## src/rtl/soc_pkg.sv

```systemverilog
`default_nettype none
// ============================================================================
// Module   : soc_pkg
// Purpose  : Shared SoC types and constants for the CSR arbiter family.
// Revision : 1.0 - initial release
// ============================================================================
package soc_pkg;

    localparam int          CSR_ARB_MAX_M     = 8;
    localparam logic [31:0] CSR_ARB_ERR_RDATA = 32'hDEAD_C5C5;

    typedef enum logic [0:0] {
        ARB_IDLE = 1'b0,
        ARB_BUSY = 1'b1
    } arb_state_t;

endpackage
`default_nettype wire

```

## src/rtl/soc_rr_pick.sv

```systemverilog
`default_nettype none
// ============================================================================
// Module   : soc_rr_pick
// Purpose  : Combinational round-robin picker: first set request at or above
//            i_ptr, wrapping at NUM_M.
// Revision : 1.0 - initial release
// ============================================================================
module soc_rr_pick #(
    parameter int NUM_M = 3,
    localparam int PW   = $clog2(NUM_M)
) (
    input  logic [NUM_M-1:0] i_req,
    input  logic [PW-1:0]    i_ptr,
    output logic             o_any,
    output logic [PW-1:0]    o_idx
);

    logic [PW:0]   w_sum  [NUM_M];
    logic [PW-1:0] w_cand [NUM_M];

    // w_cand[k] is the master k places after the pointer, modulo NUM_M.
    for (genvar k = 0; k < NUM_M; k++) begin : g_cand
        assign w_sum[k]  = {1'b0, i_ptr} + (PW+1)'(k);
        assign w_cand[k] = (w_sum[k] >= (PW+1)'(NUM_M))
                         ? PW'(w_sum[k] - (PW+1)'(NUM_M))
                         : w_sum[k][PW-1:0];
    end

    // Scanning downward lets the candidate closest to the pointer win.
    always_comb begin
        o_any = 1'b0;
        o_idx = '0;
        for (int k = NUM_M - 1; k >= 0; k--) begin
            if (i_req[w_cand[k]]) begin
                o_any = 1'b1;
                o_idx = w_cand[k];
            end
        end
    end

endmodule
`default_nettype wire

```

## src/rtl/soc_csr_arb.sv

```systemverilog
`default_nettype none
// ============================================================================
// Module   : soc_csr_arb
// Purpose  : Round-robin arbiter sharing one CSR slave between NUM_M masters,
//            with a per-transaction watchdog and sticky timeout flag.
// Revision : 1.0 - initial release
// ============================================================================
module soc_csr_arb
    import soc_pkg::*;
#(
    parameter int          NUM_M       = 3,
    parameter int          AW          = 16,
    parameter int          TIMEOUT_CYC = 255,
    parameter logic [31:0] ERR_RDATA   = CSR_ARB_ERR_RDATA
) (
    input  logic                       clk,
    input  logic                       arst_n,
    input  logic [NUM_M-1:0]           m_vld,
    input  logic [NUM_M-1:0][3:0]      m_we,
    input  logic [NUM_M-1:0][AW-1:0]   m_addr,
    input  logic [NUM_M-1:0][31:0]     m_wdat,
    output logic [NUM_M-1:0]           m_rdy,
    output logic [31:0]                m_rdat,
    output logic                       s_vld,
    output logic [3:0]                 s_we,
    output logic [AW-1:0]              s_addr,
    output logic [31:0]                s_wdat,
    input  logic                       s_rdy,
    input  logic [31:0]                s_rdat,
    output logic                       err_o,
    output logic [2:0]                 err_id_o,
    input  logic                       err_clr_i
);

    localparam int            GW     = $clog2(NUM_M);
    localparam int            c_EIDW = $clog2(CSR_ARB_MAX_M);
    localparam logic [GW-1:0] c_LAST = GW'(NUM_M - 1);
    localparam logic [15:0]   c_TMO  = 16'(TIMEOUT_CYC);

    arb_state_t          r_state;
    logic [GW-1:0]       r_grant;
    logic [GW-1:0]       r_rr_ptr;
    logic [15:0]         r_wd_cnt;
    logic                r_err;
    logic [c_EIDW-1:0]   r_err_id;

    logic                w_any;
    logic [GW-1:0]       w_pick;
    logic                w_busy;
    logic                w_abort;
    logic                w_done;
    logic                w_tmo;
    logic                w_is_wr;
    logic [GW-1:0]       w_next_ptr;

    soc_rr_pick #(
        .NUM_M (NUM_M)
    ) u_pick (
        .i_req (m_vld),
        .i_ptr (r_rr_ptr),
        .o_any (w_any),
        .o_idx (w_pick)
    );

    // A master dropping its request mid-flight aborts silently, ahead of
    // both completion and timeout; completion beats a coincident timeout.
    assign w_busy     = (r_state == ARB_BUSY);
    assign w_abort    = w_busy && !m_vld[r_grant];
    assign w_done     = w_busy && !w_abort && s_rdy;
    assign w_tmo      = w_busy && !w_abort && !s_rdy && (r_wd_cnt == c_TMO);
    assign w_is_wr    = |m_we[r_grant];
    assign w_next_ptr = (r_grant == c_LAST) ? '0 : r_grant + GW'(1);

    always_comb begin
        s_vld  = w_busy;
        s_we   = w_busy ? m_we[r_grant]   : 4'h0;
        s_addr = w_busy ? m_addr[r_grant] : '0;
        s_wdat = w_busy ? m_wdat[r_grant] : 32'h0;
        m_rdy  = '0;
        if (w_done || w_tmo) begin
            m_rdy[r_grant] = 1'b1;
        end
        if (w_done) begin
            m_rdat = w_is_wr ? 32'h0 : s_rdat;
        end else if (w_tmo) begin
            m_rdat = ERR_RDATA;
        end else begin
            m_rdat = 32'h0;
        end
    end

    assign err_o    = r_err;
    assign err_id_o = r_err_id;

    always_ff @(posedge clk or negedge arst_n) begin
        if (!arst_n) begin
            r_state  <= ARB_IDLE;
            r_grant  <= '0;
            r_rr_ptr <= '0;
            r_wd_cnt <= '0;
            r_err    <= 1'b0;
            r_err_id <= '0;
        end else begin
            // A clear in the same cycle as a timeout is applied first, so the
            // new timeout is what remains recorded.
            if (w_tmo && (!r_err || err_clr_i)) begin
                r_err    <= 1'b1;
                r_err_id <= c_EIDW'(r_grant);
            end else if (err_clr_i) begin
                r_err    <= 1'b0;
                r_err_id <= '0;
            end

            case (r_state)
                ARB_IDLE: begin
                    if (w_any) begin
                        r_grant  <= w_pick;
                        r_wd_cnt <= '0;
                        r_state  <= ARB_BUSY;
                    end
                end
                ARB_BUSY: begin
                    if (w_abort || w_done || w_tmo) begin
                        r_state  <= ARB_IDLE;
                        r_rr_ptr <= w_next_ptr;
                    end else if (!s_rdy && (r_wd_cnt != 16'hFFFF)) begin
                        r_wd_cnt <= r_wd_cnt + 16'd1;
                    end
                end
                default: r_state <= ARB_IDLE;
            endcase
        end
    end

endmodule
`default_nettype wire

```

## config.mk

```make
export PLATFORM = sky130hd
export DESIGN_NAME = soc_csr_arb
export DESIGN_NICKNAME = d
export VERILOG_FILES = /design/src/rtl/soc_pkg.sv /design/src/rtl/soc_rr_pick.sv /design/src/rtl/soc_csr_arb.sv
export SDC_FILE = /design/constraint.sdc
export NUM_CORES = 1
export LEC_CHECK = 0
export CORE_AREA = 2 2 113 115
export CTS_BUF_LIST = sky130_fd_sc_hd__clkbuf_16
export DETAILED_ROUTE_END_ITERATION = 7
export DIE_AREA = 0 0 115 117
export HOLD_SLACK_MARGIN = 0.1
export MAX_ROUTING_LAYER = met4
export PLACE_DENSITY_LB_ADDON = 0.05
export SLEW_MARGIN = 30
export SYNTH_ARGS = -nofsm -noshare
export SYNTH_HDL_FRONTEND = slang
export SYNTH_SLANG_ARGS = --single-unit
```

## constraint.sdc

```tcl
create_clock -name clk -period 2.89 [get_ports clk]
set_clock_uncertainty 0.2 [all_clocks]
set_input_delay 0.578 -clock clk [delete_from_list [all_inputs] [get_ports clk]]
set_output_delay 0.578 -clock clk [all_outputs]
set_load 0.1 [all_outputs]
```

==> out/qor.csv, run 1 <==
metric,value,unit
cts.path.max_buffers,2,
hold_depth,1,
ctsHoldBuffers,0,
seq_area_frac_synth,18.2,%
relSlewSlack,48.6,%
finalCriticalPeriod,2.98,ns
die_area,0.0135,sq mm
startpoint_type,flip-flop,
utilization,62.1,%
min_to,err_id_o[1],
switching_share,57.7,%
hpwl,12400,microns
r2r_start,r_rr_ptr[1],
power.switching,4.27,mW
seqPwrFrac,7.3,%
intPower,3.13,mW
pre_cts_slack,-0.335,ns
synthTopCellsByArea,"dfrtp_1 18%, mux2i_1 17%, and2_1 11%, o21ai_0 8.1%, nand2_1 6.7%",
setup_violations,33,
setup.worst_path.end_class,output port,
fin_nets,929,
synthArstFlopShare,100,%
synth_commonest_cells,"59 x nand2_1, 57 x and2_1, 55 x mux2i_1, 53 x o21ai_0, 24 x dfrtp_1",
syn_inst,445,
regToRegSetupSlack,0.37,ns
power_leakage,3.17,nW
yosysMostFrequentCell,nand2_1,
synth_area_per_cell,7.40,sq um
hold_viol_final,0,
detail-route-antenna-nets,0,
dr.pass1.iters,4,
wl_per_cell,17.5,microns
place_congestion,0.856,
drc_errors,0,
hold_class,reg2reg,
initial_core_util,26.7,%
fin_crit_sh,103,%
cts_tree,built,
cts_root_buf,clkbuf_16,
viasPerCell,4.97,
violations,setup timing,
max-cap-violations,0,
r2r-end,r_wd_cnt[13],
numPortBuffers,285,
die_x,115,microns
overflow,0,
cts.htree.levels,1,
slew_violations,0,
synth_top_area_cell,dfrtp_1,
grt_pass1_vias,4159,
p_comb_share,87.2,%
drive_gt1_share,32.5,%
syn_area,0.00329,sq mm
antenna_found_initial,1,
core-area,0.0123,sq mm
synth-seq-cells,24,
fillCellCount,1091,
cp_data_required_time,2.11,ns
grt_pass1_wl,22700,microns
worstRegToRegCells,8,
synth_edf_count,0,
pwr-share-clk,5.5,%
cp_data_arrival_time,2.20,ns
drt_iter0_markers,190,
p_per_area,967,mW/mm^2
rsz0062_at_grt,true,
max_freq,336,MHz
grt_util_all_layers,21.7,%
synth_warnings,0,
clock_latency,0.27,ns
fin_ws,-0.0861,ns
clk_pin_slew_worst_paths,0.07,ns
synth_cell_types,47,
synth_top_cell_area_share,18.2,%
timing.setup.tns,-2.09,ns
hold_path_startpoint,err_id_o[1],
power,7.40,mW
die_h,117,microns
worst-slew-pin-transition,0.766,ns
synth_nets,644,
routed_wl,15400,microns
grt_start_max_net_pins,59,
peakVddDrop,0.504,mV
cts_made_buffers,3,
outcome,finished with violations,
worst_hold_slack,0.293,ns
io_pins,287,
synthFlopType,dfrtp_1,
crit_fanout,19,
cts.sinks,24,
syn_to_final_growth,132,%
rows,41,
via_count,4372,
worstSetupPathType,reg2out,
-- power by group through the flow --
stage / Sequential, mW / Clock (mW) / Combinational, mW
after floorplan: 0.521 / 0 / 4.02
after global placement: 0.535 / 0 / 6.28
after detailed placement: 0.538 / 0 / 6.33
after CTS: 0.537 / 0.411 / 6.41
after global routing: 0.557 / 0.422 / 6.70
final: 0.539 / 0.409 / 6.45
-- cells by family (layout without fill, tap and decap cells) --
family,count (synthesis),in the layout,share of synthesized area (%)
simple gates,182,182,30.0
flops,24,24,18.2
mux,58,58,17.7
other cells,1,2,0.114
buf+inv,54,338,7.94
compound gates,122,122,24.4
fa+ha+maj,4,4,1.52
-- worst max-delay path, cell delays in order, from the launching register on --
cell,delay (ns)
dfrtp_4,0.57
mux2i_1,0.21
o2bb2ai_2,0.09
nor4_2,0.26
buf_4,0.17
and2_4,0.15
buf_12,0.14
a21o_2,0.16
buf_12,0.17
-- metal layers --
metal  GRT usage [%]  part of all wire (%)  vias to the layer above
li1                -                     -                     2151
met1            26.0                    40                     2043
met2            39.2                    52                      168
met3            4.33                   7.7                       10
met4            2.41                  0.52                        0
met5               -                     0                        -
-- timing repair --
action / in CTS / in global routing
setup buffers: 3 / 5
resized for setup: 25 / 3
cloned: 1 / 0
pin swaps: 5 / 3
endpoints found under the setup margin: 35 / 65
-- area by class of cell --
class                   count  area, sq um  share of cell area (%)
flip-flops and latches     24          607                    7.94
diodes                      1         2.50                  0.0327
clock inverters             1         30.0                   0.393
clock buffers               3         75.1                   0.982
well taps                 150          188                    2.45
inverters                  13         48.8                   0.638
repair buffers            321         4060                    53.2
multi-input cells         367         2630                    34.4
-- state kept, by name, summed over array words and instances, names as in the netlist --
register / count
err_o: 1
s_vld: 1
r_wd_cnt: 16
r_rr_ptr: 2
r_grant: 2
err_id_o: 2
-- per-stage QoR --
| stage | std cells | area [sq um] |
|---|---|---|
| 2_1_floorplan | 445 | 3430 |
| 3_3_place_gp | 866 | 7360 |
| 3_5_place_dp | 866 | 7360 |
| 4_1_cts | 874 | 7560 |
| 5_1_grt | 880 | 7650 |
| 6_report | 880 | 7650 |
-- layout by cell type, fill, tap and decap left out, types with 4 or more instances in the layout --
cell / netlist / layout
a21o_2: 0 / 19
a21oi_1: 5 / 5
a31oi_1: 18 / 18
and2_1: 57 / 7
and2_2: 0 / 49
and3_1: 18 / 7
and3_2: 0 / 10
and4_1: 4 / 4
buf_12: 0 / 93
buf_4: 2 / 30
buf_6: 5 / 4
clkdlybuf4s50_1: 0 / 183
dfrtp_1: 24 / 21
dlygate4sd2_1: 0 / 10
ha_1: 4 / 4
inv_1: 13 / 13
mux2i_1: 55 / 55
nand2_1: 59 / 59
nand2b_1: 9 / 8
nand3_1: 7 / 7
nand4_1: 5 / 5
nor2_1: 10 / 8
o21ai_0: 53 / 53
o221ai_1: 4 / 4
o2bb2ai_2: 1 / 5
-- worst max-delay path by stage --
| stage | start | cells after the start | endpoint |
|---|---|---|---|
| after floorplan | r_wd_cnt[14] | 6 | m_rdy[2] |
| after global placement | m_we[8] | 8 | m_rdat[15] |
| after detailed placement | m_we[8] | 8 | m_rdat[21] |
| after CTS | r_grant[1] | 8 | m_rdat[21] |
| after global routing | r_grant[1] | 8 | m_rdat[21] |
| final | r_grant[1] | 8 | m_rdat[21] |
Note: power is estimated with default switching activity, not from simulation.
==> inputs of run 2 (changes only) <==
--- a/config.mk
+++ b/config.mk
@@ -7,6 +7,7 @@
 export LEC_CHECK = 0
 export CORE_AREA = 2 2 113 115
 export CTS_BUF_LIST = sky130_fd_sc_hd__clkbuf_16
+export CTS_CLUSTER_DIAMETER = 30
 export DETAILED_ROUTE_END_ITERATION = 7
 export DIE_AREA = 0 0 115 117
 export HOLD_SLACK_MARGIN = 0.1
==> results of run 2 <==
Final layout, timing and power as in run 1 (identical DEF).
